### config.mk
export PLATFORM = sky130hd
export DESIGN_NAME = instr_fetch_unit
export DESIGN_NICKNAME = d
export VERILOG_FILES = /design/src/rtl/cpu_pkg.sv /design/src/rtl/instr_mem.sv /design/src/rtl/instr_fetch_unit.sv
export SDC_FILE = /design/constraint.sdc
export NUM_CORES = 2
export LEC_CHECK = 0
export ABC_CLOCK_PERIOD_IN_PS = 7300
export BUFFER_PORTS_ARGS = -buffer_cell sky130_fd_sc_hd__buf_2
export CAP_MARGIN = 20
export CORE_UTILIZATION = 55
export CTS_BUF_LIST = sky130_fd_sc_hd__clkbuf_16
export DETAILED_ROUTE_END_ITERATION = 8
export GPL_TIMING_DRIVEN = 1
export PLACE_DENSITY = 0.82
export SYNTH_ARGS = -nofsm -noshare
export SYNTH_HDL_FRONTEND = slang
export SYNTH_HIERARCHICAL = 1
export SYNTH_SLANG_ARGS = --single-unit
export TNS_END_PERCENT = 30
### constraint.sdc
create_clock -name clk -period 7.3 [get_ports clk]
set_input_delay 0.73 -clock clk [delete_from_list [all_inputs] [get_ports clk]]
set_output_delay 0.73 -clock clk [all_outputs]
set_load 0.02 [all_outputs]
### src/rtl/cpu_pkg.sv
// Shared widths, opcode encodings and instruction field positions for the
// 4-stage pipeline.
package cpu_pkg;

  localparam int unsigned PC_WIDTH    = 8;
  localparam int unsigned INSTR_WIDTH = 8;

  localparam logic [1:0] OP_ADD   = 2'b00;
  localparam logic [1:0] OP_SHIFT = 2'b01;
  localparam logic [1:0] OP_JUMP  = 2'b11;

  // All-zero instruction used as a bubble; only Valid_ID separates it from a real ADD.
  localparam logic [INSTR_WIDTH-1:0] BUBBLE_INSTR = 8'h00;

  localparam int unsigned OPC_MSB = 7;
  localparam int unsigned OPC_LSB = 6;
  localparam int unsigned WR_MSB  = 5;
  localparam int unsigned WR_LSB  = 3;
  localparam int unsigned RR_MSB  = 2;
  localparam int unsigned RR_LSB  = 0;

endpackage

### src/rtl/instr_mem.sv
// Instruction memory: 2**ADDR_WIDTH x DATA_WIDTH, synchronous write,
// asynchronous read. Contents have no reset.
// Ports: clk, we_i/waddr_i/wdata_i (write port), raddr_i -> rdata_o (read port).
module instr_mem #(
  parameter int unsigned ADDR_WIDTH = 8,
  parameter int unsigned DATA_WIDTH = 8
) (
  input  logic                  clk,
  input  logic                  we_i,
  input  logic [ADDR_WIDTH-1:0] waddr_i,
  input  logic [DATA_WIDTH-1:0] wdata_i,
  input  logic [ADDR_WIDTH-1:0] raddr_i,
  output logic [DATA_WIDTH-1:0] rdata_o
);

  localparam int unsigned DEPTH = 1 << ADDR_WIDTH;

  logic [DATA_WIDTH-1:0] mem_q [DEPTH];

  // Write port
  always_ff @(posedge clk) begin
    if (we_i) begin
      mem_q[waddr_i] <= wdata_i;
    end
  end

  // Read port
  assign rdata_o = mem_q[raddr_i];

endmodule

### src/rtl/instr_fetch_unit.sv
// Instruction-fetch stage: PC, loadable instruction memory and IF/ID register.
// A taken jump (PC_Select) redirects the PC and flushes IF/ID with a bubble.
// Ports:
//   clk, reset (sync, active-high)
//   Prog_En/Prog_We/Prog_Addr/Prog_Data : program-mode memory load
//   Stall, PC_Select, Branch_Target     : pipeline control from downstream
//   PC_out, Instr_ID, Valid_ID          : registered fetch state
//   opcode, Write_Reg_ID                : combinational slices of Instr_ID
module instr_fetch_unit #(
  parameter int unsigned PC_WIDTH    = cpu_pkg::PC_WIDTH,
  parameter int unsigned INSTR_WIDTH = cpu_pkg::INSTR_WIDTH
) (
  input  logic                   clk,
  input  logic                   reset,
  input  logic                   Prog_En,
  input  logic                   Prog_We,
  input  logic [PC_WIDTH-1:0]    Prog_Addr,
  input  logic [INSTR_WIDTH-1:0] Prog_Data,
  input  logic                   Stall,
  input  logic                   PC_Select,
  input  logic [PC_WIDTH-1:0]    Branch_Target,
  output logic [PC_WIDTH-1:0]    PC_out,
  output logic [INSTR_WIDTH-1:0] Instr_ID,
  output logic                   Valid_ID,
  output logic [1:0]             opcode,
  output logic [2:0]             Write_Reg_ID
);

  import cpu_pkg::*;

  logic [PC_WIDTH-1:0]    pc_q, pc_d;
  logic [INSTR_WIDTH-1:0] instr_q, instr_d;
  logic                   valid_q, valid_d;
  logic [INSTR_WIDTH-1:0] imem_rdata;
  logic                   imem_we;

  // Reset wins over program mode; writes only while fetch is halted.
  assign imem_we = Prog_En & Prog_We & ~reset;

  instr_mem #(
    .ADDR_WIDTH (PC_WIDTH),
    .DATA_WIDTH (INSTR_WIDTH)
  ) u_imem (
    .clk     (clk),
    .we_i    (imem_we),
    .waddr_i (Prog_Addr),
    .wdata_i (Prog_Data),
    .raddr_i (pc_q),
    .rdata_o (imem_rdata)
  );

  // Next-state priority: program mode > jump redirect > stall > fetch.
  always_comb begin
    pc_d    = pc_q;
    instr_d = instr_q;
    valid_d = valid_q;
    if (Prog_En) begin
      pc_d    = '0;
      instr_d = BUBBLE_INSTR;
      valid_d = 1'b0;
    end else if (PC_Select) begin
      pc_d    = Branch_Target;
      instr_d = BUBBLE_INSTR;
      valid_d = 1'b0;
    end else if (!Stall) begin
      pc_d    = pc_q + PC_WIDTH'(1);
      instr_d = imem_rdata;
      valid_d = 1'b1;
    end
  end

  // State registers
  always_ff @(posedge clk) begin
    if (reset) begin
      pc_q    <= '0;
      instr_q <= BUBBLE_INSTR;
      valid_q <= 1'b0;
    end else begin
      pc_q    <= pc_d;
      instr_q <= instr_d;
      valid_q <= valid_d;
    end
  end

  assign PC_out       = pc_q;
  assign Instr_ID     = instr_q;
  assign Valid_ID     = valid_q;
  assign opcode       = instr_q[OPC_MSB:OPC_LSB];
  assign Write_Reg_ID = instr_q[WR_MSB:WR_LSB];

endmodule
; After elaboration in Yosys (flattened, before gate mapping)
; Memories as Yosys holds them, arrays and structs flattened. A register that Yosys moved wholly into a read port is not among the register bits.
; Index checks and enable logic that the tools add are counted.
[totals]
ram_bits = 2048
mem_count = 1
wordCells = 15
inputBits = 30
output_inout_bits = 22
ff_bits = 9
[classes]
eq_ne = 1
bitwise_logic = 3
n_mux = 4
n_reduce_logical = 3
n_addsub = 1
[memory_table]
columns = name, depth, word_bits, read_ports, rd_ports_with_merged_regs, write_ports, line_no
row1 = u_imem.mem_q, 256, 8, 1, 1, 1, instr_mem.sv:18  ; logic [DATA_WIDTH-1:0] mem_q [DEPTH];
[ops]
columns = op, count
row1 = two-way mux 8 bit, 2
row2 = "adder 8 x 1 -> 8 bit, second input constant", 1
row3 = OR reduction 3 bit, 1
row4 = AND 1 bit, 2
row5 = two-way mux 1 bit, 2
row6 = "inequality test 2 x 1 -> 1 bit, second input constant", 1
row7 = OR reduction 2 bit, 1
row8 = zero test 1 bit, 1
row9 = NOT 1 bit, 1

; Logic depth before layout (Yosys ltp)
[logic_depth]
ltp_word = 4
mapped_depth = 13
depth_no_buf = 8

; By module
; Netlist, hierarchy kept.
[by_module_without_submodules]
columns = mod, seq_area_each_um2, area_each_um2, n_inst, cells_per_inst
row1 = instr_mem, 61499.0, 79396.1, 1, 3725
row2 = instr_fetch_unit, 340.3, 852.1, 1, 90

; Least setup slack after synthesis
; No wires, ideal clock.
[synth_path]
kind = register -> register
from = register pc_q[0] (netlist: PC_out[0])
to = register instr_q[2] (netlist: Instr_ID[2]) (read register of u_imem.mem_q)
period_less_slack_ps = 2705
slack_ps = 4595
required_time_ps = 7186
path_buffers = 4
path_stages_with_launch = 12
setup_time_ps = 114
arrival_ps = 2590
path_cell_list = dfxtp_1 buf_6 buf_12 buf_8 buf_2 mux4_2 a22oi_1 a21oi_1 nor4_1 nor4_2 mux2i_1 nor2_1
[synth_rtl]
columns = element, line_no
row1 = start: declaration, instr_fetch_unit.sv:31  ; logic [PC_WIDTH-1:0] pc_q, pc_d;
row2 = start signal: assignment, instr_fetch_unit.sv:79  ; pc_q <= pc_d;
row3 = end: declaration, instr_fetch_unit.sv:32  ; logic [INSTR_WIDTH-1:0] instr_q, instr_d;

==> impl_metrics.py <==
metrics = {
    "flow_run": {
        "maxCapViolations": 0,
    },
    "route": {
        "drc": 0,
        "detail-route-antenna-nets": 0,
        "vias": 41860,
        "wl_per_cell_um": 34.07,
        "wl_um": 203100,
        "drtIter0Drc": 6704,
        "vias_per_cell": 7.021,
        "first_pass_iters": 6,
    },
    "yosys": {
        "synth_most_common_cell": "edfxtp_1",
        "syn_area_um2": 80250,
        "yosysSeqAreaShare_pct": 77.06,
        "syn-instance-count": 3815,
        "yosys_register_bits": 2065,
        "synth_edf_count": 2048,
        "avgSynthCellArea_um2": 21.03,
        "async_reset_ff_share_pct": 0,
        "yosysUniqueCellTypes": 66,
        "ys.warnings.count": 6,
        "synth_nets": 3846,
        "synth_top_area_share_pct": 76.64,
        "yosys.area.top_type": "edfxtp_1",
        "synthTopCellsByCount": "2048 x edfxtp_1, 454 x mux4_2, 293 x nor2_1",
        "synthFlopType": "edfxtp_1",
        "synthTopCellsByArea": "edfxtp_1 77%, mux4_2 13%, mux2i_1 1.8%",
    },
    "final_layout": {
        "syn2layout_area_growth_pct": 10.11,
        "drive_gt1_share_pct": 21.89,
        "final_nets": 3924,
        "final_area_um2": 88360,
    },
    "critical_path": {
        "critPathSlowestCell": "nor4_2",
        "cp.required_ps": 7970,
        "worstPathArrival_ps": 5450,
        "path_buf_inv": 1,
        "timing.rr.end": "Instr_ID[4]$_SDFFE_PP0N_",
        "cpPeakStageDelay_ps": 1050,
        "worstPathCellList": "buf_4 -> mux4_2 -> nor2b_1 -> a211oi_1 -> nor3_1 -> nor4_2 -> nor4_1 -> mux2i_1 -> nor2_1",
        "critPathCaptureType": "flip-flop",
        "reg2regPathDepth": 9,
        "reg2reg_slack_ps": 2520,
        "r2r-start": "PC_out[0]$_SDFFE_PP0P_",
        "worstSetupPathDepth": 9,
        "worst_path_dominant_cell_family": "simple AND/OR/NAND/NOR gates",
        "setup.worst_path.class": "reg -> reg",
        "crit_fanout": 47,
        "critPathLaunchType": "flip-flop",
    },
    "global_route": {
        "grt_pass1_vias": 41384,
        "grt_max_degree": 166,
        "grt_use_total_pct": 27.53,
        "antenna_found_initial": 9,
        "gr-total-overflow": 0,
        "grt_pass1_wl_um": 290100,
    },
    "placed_design": {
        "placed_area_um2": 82210,
        "place_congestion": 0.9004,
        "port_buffers": 51,
        "dpl.hpwl_um": 115500,
    },
    "min_path": {
        "hold_path_depth": 2,
        "holdCritStartpoint": "reset",
        "worstHoldEndpoint": "PC_out[2]$_SDFFE_PP0P_",
        "min-delay-path-class": "in -> reg",
    },
    "clock_tree": {
        "cts_hold_buffers": 0,
        "clock_path_buffers": 3,
        "ctsResizeCount": 0,
        "clock_latency_ps": 830,
        "cts_sinks": 2065,
        "postCtsSetupBuffers": 0,
        "cts_max_level": 4,
        "tritoncts": "yes",
        "cts_made_buffers": 189,
        "cts_root_buf": "clkbuf_16",
        "clkTransAtPathRegs_ps": 60,
    },
    "sta": {
        "hold_violations": 0,
        "timing.final.crit_share_pct": 65.49,
        "fin_skew_ps": 32.65,
        "worst_slew_pin_slew_ps": 1419,
        "slew_violations": 0,
        "relSlewSlack_pct": 5.389,
        "finalCriticalPeriod_ps": 4781,
        "rsz0062_at_grt": "false",
        "finalSetupViolCount": 0,
        "final.setup.tns_ps": 0,
        "max_freq_mhz": 209.2,
    },
    "power": {
        "ir_drop_mv": 0.2186,
        "p_leak_nw": 26.38,
        "power.density_nw_per_um2": 268.5,
    },
    "status": {
        "outcome": "complete, no violations",
    },
    "floorplanning": {
        "ios": 52,
        "die_x_um": 384.0,
        "die_y_um": 384.0,
        "initial_core_util_pct": 55.66,
        "dieArea_um2": 147400,
        "num_rows": 139,
        "design.core.area_um2": 144200,
    },
}
[cell families after synthesis]
| family | Yosys count | synth area share [%] |
|---|---|---|
| flops | 2065 | 77.06 |
| compound gates | 401 | 3.535 |
| fa+ha+maj | 1 | 0.01559 |
| mux | 600 | 14.60 |
| simple gates | 497 | 2.825 |
| xor+xnor | 4 | 0.04366 |
| buf+inv | 247 | 1.916 |
[power breakdown]
part           leakage [nW]  internal [mW]  switching, mW
combinational          4.70          0.306          0.644
clock                  3.14           5.40           4.32
sequential             18.5           13.0         0.0228
total                  26.4           18.7           4.99
[layout make-up]
cell class,count,area [um2]
diodes,6,15.01
clock buffers,194,4855
clock inverters,157,1220
fillers,9113,55820
inverters,5,18.77
multi-input cells,1503,16950
flip-flops and latches,2065,61860
well taps,1903,2381
repair buffers,129,1061
[layout by cell type (no fill, tap or decap), types with 10 or more instances in the layout]
master and count:
edfxtp_1 2048, mux4_2 454, nor2_1 290, clkbuf_16 194
mux2i_1 143, a22oi_1 133, a21oi_1 99, buf_4 63
buf_2 47, clkinv_1 46, o221ai_1 46, clkinv_2 42
inv_1 40, nand2_1 38, nand3_1 33, nor2b_1 29
o22ai_1 28, nor3_1 23, nor4_1 19, o21ai_0 17
a211oi_1 17, bufinv_16 16, a221oi_1 13, dfxtp_1 12
nand4_1 11, o211ai_1 10
[through the flow]
step	worst slack (ps)	utilization, %	hold WS, ps	total power [mW]	std cells
6_report	2519	61.28	162.0	23.73	5962
4_1_cts	2622	61.23	113.6	23.76	5953
3_3_place_gp	2132	56.95	435.3	14.19	5595
2_1_floorplan	4595	-	524.9	13.82	3815
5_1_grt	2419	61.28	146.8	24.23	5957
3_5_place_dp	2909	57.02	443.3	14.23	5602
[state kept, by name, indices dropped and copies added (netlist names)]
| register | count |
|---|---|
| u_imem/mem_q | 2048 |
| Instr_ID | 8 |
| PC_out | 8 |
| Valid_ID | 1 |
[routing by layer]
metal	track usage, %	wire length (um)	up-vias
li1	-	-	16150
met2	42.55	96240	3712
met5	0	44	-
met1	36.95	69160	21361
met3	7.249	27860	629
met4	12.73	9817	8
[worst max-delay path by stage]
stage / start / end
after global placement: PC_out[0]$_SDFFE_PP0P_ / Instr_ID[2]$_SDFFE_PP0N_
after detailed placement: PC_out[0]$_SDFFE_PP0P_ / Instr_ID[4]$_SDFFE_PP0N_
final: PC_out[0]$_SDFFE_PP0P_ / Instr_ID[4]$_SDFFE_PP0N_
after global routing: PC_out[0]$_SDFFE_PP0P_ / Instr_ID[4]$_SDFFE_PP0N_
after floorplan: PC_out[0]$_SDFFE_PP0P_ / Instr_ID[2]$_SDFFE_PP0N_
after CTS: PC_out[0]$_SDFFE_PP0P_ / Instr_ID[4]$_SDFFE_PP0N_
No activity file was read; power rests on OpenSTA's default activity.
